File: src/rtl/seq_mult_param.sv
// Parametrised sequential shift-add multiplier with start/busy/done handshake,
// run-time signed/unsigned mode and a constant latency of WIDTH+1 cycles.
module seq_mult_param #(
    parameter int WIDTH = 4
) (
    input  logic               clk,
    input  logic               rst,
    input  logic               start,
    input  logic               signed_mode,
    input  logic [WIDTH-1:0]   a,
    input  logic [WIDTH-1:0]   b,
    output logic [2*WIDTH-1:0] p,
    output logic               busy,
    output logic               done
);

    localparam int PW = 2 * WIDTH;
    localparam int CW = $clog2(WIDTH + 1);

    localparam logic [1:0] IDLE = 2'd0;
    localparam logic [1:0] MULT = 2'd1;
    localparam logic [1:0] DONE = 2'd2;

    localparam logic [CW-1:0] LAST_ITER = CW'(WIDTH - 1);
    localparam logic [CW-1:0] CNT_ONE   = {{(CW-1){1'b0}}, 1'b1};
    localparam logic [PW-1:0] PW_ONE    = {{(PW-1){1'b0}}, 1'b1};

    // The most negative operand maps onto 2^(WIDTH-1), which still fits unsigned.
    function automatic logic [WIDTH-1:0] magnitude(input logic [WIDTH-1:0] v);
        if (v[WIDTH-1]) begin
            magnitude = ~v + {{(WIDTH-1){1'b0}}, 1'b1};
        end else begin
            magnitude = v;
        end
    endfunction

    logic [1:0]       state_q,  state_d;
    logic [PW-1:0]    mcand_q,  mcand_d;
    logic [WIDTH-1:0] mplier_q, mplier_d;
    logic [PW-1:0]    acc_q,    acc_d;
    logic [CW-1:0]    cnt_q,    cnt_d;
    logic             neg_q,    neg_d;
    logic [PW-1:0]    p_q,      p_d;
    logic             busy_q,   busy_d;
    logic             done_q,   done_d;

    // Next-state and datapath logic for the IDLE -> MULT -> DONE sequence.
    always_comb begin
        state_d  = state_q;
        mcand_d  = mcand_q;
        mplier_d = mplier_q;
        acc_d    = acc_q;
        cnt_d    = cnt_q;
        neg_d    = neg_q;
        p_d      = p_q;
        busy_d   = busy_q;
        done_d   = 1'b0;
        case (state_q)
            IDLE: begin
                if (start) begin
                    if (signed_mode) begin
                        mcand_d  = {{WIDTH{1'b0}}, magnitude(a)};
                        mplier_d = magnitude(b);
                        neg_d    = a[WIDTH-1] ^ b[WIDTH-1];
                    end else begin
                        mcand_d  = {{WIDTH{1'b0}}, a};
                        mplier_d = b;
                        neg_d    = 1'b0;
                    end
                    acc_d   = {PW{1'b0}};
                    cnt_d   = {CW{1'b0}};
                    busy_d  = 1'b1;
                    state_d = MULT;
                end else begin
                    busy_d  = 1'b0;
                    state_d = IDLE;
                end
            end
            MULT: begin
                if (mplier_q[0]) begin
                    acc_d = acc_q + mcand_q;
                end else begin
                    acc_d = acc_q;
                end
                mcand_d  = mcand_q << 1;
                mplier_d = mplier_q >> 1;
                cnt_d    = cnt_q + CNT_ONE;
                // No early exit on a zero multiplier: latency stays constant.
                if (cnt_q == LAST_ITER) begin
                    state_d = DONE;
                end else begin
                    state_d = MULT;
                end
            end
            DONE: begin
                if (neg_q) begin
                    p_d = ~acc_q + PW_ONE;
                end else begin
                    p_d = acc_q;
                end
                done_d  = 1'b1;
                busy_d  = 1'b0;
                state_d = IDLE;
            end
            default: begin
                busy_d  = 1'b0;
                state_d = IDLE;
            end
        endcase
    end

    // State and output registers with synchronous reset.
    always_ff @(posedge clk) begin
        if (rst) begin
            state_q  <= IDLE;
            mcand_q  <= {PW{1'b0}};
            mplier_q <= {WIDTH{1'b0}};
            acc_q    <= {PW{1'b0}};
            cnt_q    <= {CW{1'b0}};
            neg_q    <= 1'b0;
            p_q      <= {PW{1'b0}};
            busy_q   <= 1'b0;
            done_q   <= 1'b0;
        end else begin
            state_q  <= state_d;
            mcand_q  <= mcand_d;
            mplier_q <= mplier_d;
            acc_q    <= acc_d;
            cnt_q    <= cnt_d;
            neg_q    <= neg_d;
            p_q      <= p_d;
            busy_q   <= busy_d;
            done_q   <= done_d;
        end
    end

    assign p    = p_q;
    assign busy = busy_q;
    assign done = done_q;

endmodule

File: config.mk
export PLATFORM = sky130hd
export DESIGN_NAME = seq_mult_param
export DESIGN_NICKNAME = d
export VERILOG_FILES = /design/src/rtl/seq_mult_param.sv
export SDC_FILE = /design/constraint.sdc
export NUM_CORES = 1
export LEC_CHECK = 0
export ABC_AREA = 1
export CORE_UTILIZATION = 36
export DETAILED_ROUTE_END_ITERATION = 16
export PLACE_DENSITY = 0.64
export SLEW_MARGIN = 25
export SYNTH_ARGS = -nofsm -noshare
export SYNTH_HDL_FRONTEND = slang
export SYNTH_SLANG_ARGS = --single-unit
File: constraint.sdc
create_clock -name clk -period 2.2 [get_ports clk]
set_clock_uncertainty 0.2 [all_clocks]
set_input_delay 0.66 -clock clk [delete_from_list [all_inputs] [get_ports clk]]
set_output_delay 0.66 -clock clk [all_outputs]
set_load 0.02 [all_outputs]
==> impl_metrics.env, run 1 <==
export IMPL_synth_top_area_share_pct=37.9
export IMPL_cts_tree="built"
export IMPL_n_antenna_cell=0
export IMPL_worst_path_buf_inv=1
export IMPL_synth_top_area_cell="dfxtp_1"
export IMPL_ys_ff_latch=36
export IMPL_die_w_um=74.7
export IMPL_cp_slowest_stage_delay_ns=0.61
export IMPL_drv_slew=0
export IMPL_die_area_um2=5580
export IMPL_timing_final_crit_share_pct=94.6
export IMPL_synth_main_ff_cell="dfxtp_1"
export IMPL_slew_headroom_pct=75.0
export IMPL_hp_class="register to register"
export IMPL_yosysUniqueCellTypes=24
export IMPL_grt_pass1_wl_um=7270
export IMPL_async_flop_share_pct=0
export IMPL_initial_utilization_pct=37.2
export IMPL_cts_root_buf="clkbuf_8"
export IMPL_finalPower_mw=1.28
export IMPL_share_comb_of_total_power_pct=12.0
export IMPL_period_minus_slack_ns=2.08
export IMPL_fp_dieH_um=74.7
export IMPL_cts_sinks=36
export IMPL_yosys_warnings=0
export IMPL_place_hpwl_um=3080
export IMPL_synth_seq_area_share_pct=37.9
export IMPL_layout_drive_gt1_share_pct=6.29
export IMPL_power_frac_clock_pct=34.1
export IMPL_yosys_top_cells_area="dfxtp_1 (38%), nand2_1 (14%), a21oi_1 (8.7%)"
export IMPL_syn_nets=297
export IMPL_worstSetupPathType="register to output port"
export IMPL_vias_per_cell=4.65
export IMPL_grt_max_degree=24
export IMPL_cts_setup_buffers=0
export IMPL_crit_path_start_kind="register"
export IMPL_tightestPinTransition_ns=0.375
export IMPL_setup_viol=0
export IMPL_gp_congestion=0.858
export IMPL_grt_pass1_vias=1679
export IMPL_clk_latency_ns=0.28
export IMPL_synth_area_um2=1900
export IMPL_rsz0062_at_grt="false"
export IMPL_maxCapViolCount=0
export IMPL_drt_total_wl_um=4060
export IMPL_core_area_um2=5110
export IMPL_clockBufferDepth=2
export IMPL_nNetsFinal=327
export IMPL_power_density_nw_per_um2=550
export IMPL_antenna_found_initial=0
export IMPL_max_freq_ghz=0.481
export IMPL_p_leak_nw=1.04
export IMPL_critical_path_top_delay_family="buffers and inverters"
export IMPL_hold_violations=0
export IMPL_io_buffers=21
export IMPL_p_seq_share_pct=53.9
export IMPL_cts_max_level=2
export IMPL_syn_inst=272
export IMPL_syn_to_final_growth_pct=21.9
export IMPL_status="finished clean"
export IMPL_synth_edf_count=0
export IMPL_cp_slowest_cell="clkdlybuf4s50_1"
export IMPL_ant_nets=0
export IMPL_end_kind="output port"
export IMPL_setup_tns_ns=0
export IMPL_worstPathArrival_ns=1.22
export IMPL_p_int_mw=0.955
export IMPL_cp_cell_sequence="clkdlybuf4s50_1"
export IMPL_holdBufCountCts=0
export IMPL_cts_buffers=5
export IMPL_ctsResizeCount=0
export IMPL_io_pins=22
export IMPL_wl_per_cell_um=10.9
export IMPL_vias=1731
export IMPL_grt_use_total_pct=17.2
export IMPL_switching_share_pct=25.1
export IMPL_grt_overflow=0
export IMPL_num_rows=26
export IMPL_required_ns=1.34
export IMPL_clk_pin_slew_ns=0.07
export IMPL_peakVddDrop_mv=0.239
export IMPL_drtIter0Drc=64
export IMPL_crit_fanout=2
export IMPL_syn_area_per_cell_um2=6.99
export IMPL_firstDrtPassIters=5
export IMPL_p_sw_mw=0.321
export IMPL_post_route_drc_count=0
## power by group through the flow
stage	logic [mW]	registers [mW]	clock network, mW
after floorplan	0.0917	0.698	0
after global placement	0.152	0.702	0
after detailed placement	0.153	0.703	0
after CTS	0.154	0.688	0.450
after global routing	0.174	0.690	0.484
final	0.153	0.688	0.435
## cells in the final DEF, fill, tap and decap left out, types with 3 or more instances in the layout
cell	netlist	final
inv_1	37	37
nor3_1	3	3
xnor2_1	3	3
xor2_1	4	4
ha_1	12	12
nand2_1	71	71
or2_2	4	4
nor2_1	21	21
clkbuf_8	0	5
dfxtp_1	36	36
o21ai_0	14	14
nand3_1	17	17
clkdlybuf4s50_1	0	21
a21oi_1	33	33
buf_4	3	8
## cells by family after synthesis
family / Yosys count / share of synthesized area [%]
flops: 36 / 37.9
xor+xnor: 7 / 3.22
buf+inv: 44 / 9.34
compound gates: 56 / 15.9
fa+ha+maj: 13 / 8.95
simple gates: 116 / 24.7
## metrics by stage
stage / setup slack (ns) / util [%] / cells / area (um^2) / hold slack, ns
after floorplan: 0.443 / - / 272 / 1900 / 0.229
after CTS: 0.0976 / 45.4 / 372 / 2320 / 0.264
after global placement: 0.0782 / 43.9 / 365 / 2240 / 0.249
after detailed placement: 0.0514 / 43.9 / 365 / 2240 / 0.253
after global routing: 0.0597 / 45.4 / 372 / 2320 / 0.285
final: 0.119 / 45.4 / 372 / 2320 / 0.263
## state kept, by name, summed over array words and instances (netlist names)
signal    flops
acc_q         8
busy          1
cnt_q         3
done          1
mcand_q       8
mplier_q      4
neg_q         1
p             8
state_q       2
## synthesized netlist by cell type, drive strengths merged (3+ instances only)
library cell   n
a21oi         33
buf            4
clkbuf         3
dfxtp         36
ha            12
inv           37
nand2         71
nand3         17
nor2          21
nor3           3
o21ai         15
or2            4
xnor2          3
xor2           4
## routing by layer
layer	share of wire (%)	GRT usage [%]	vias up	routed length, um
met2	44	28.6	33	1770
met5	0	0	-	0
met3	4.4	4.02	5	178
met1	51	21.9	758	2060
met4	0.99	5.66	0	40
li1	-	-	935	-
## path summary, 6_finish.rpt
check                                 from        to  slack, ns  cells after the start
worst min register to register    cnt_q[0]  cnt_q[0]       0.26                      1
worst max register to register  mcand_q[0]  acc_q[4]       0.36                      7
worst max-delay path                  p[6]      p[6]       0.12                      1
worst min-delay path              cnt_q[0]  cnt_q[0]       0.26                      1
## final cells by class
class,instances,area (um^2)
fillers,532,2790
well taps,70,87.6
repair buffers,30,290
inverters,37,139
flip-flops and latches,36,721
clock buffers,6,72.6
clock inverters,1,5.00
multi-input cells,192,1000
Note: power is estimated with default switching activity, not from simulation.
==> run 2, diff against run 1 <==
--- a/config.mk
+++ b/config.mk
@@ -6,8 +6,10 @@
 export NUM_CORES = 1
 export LEC_CHECK = 0
 export ABC_AREA = 1
+export CAP_MARGIN = 0
 export CORE_UTILIZATION = 36
 export DETAILED_ROUTE_END_ITERATION = 16
+export HOLD_SLACK_MARGIN = 0.08
 export PLACE_DENSITY = 0.64
 export SLEW_MARGIN = 25
 export SYNTH_ARGS = -nofsm -noshare
==> results of run 2 <==
No change in the layout: final DEF, timing and power equal those of run 1.
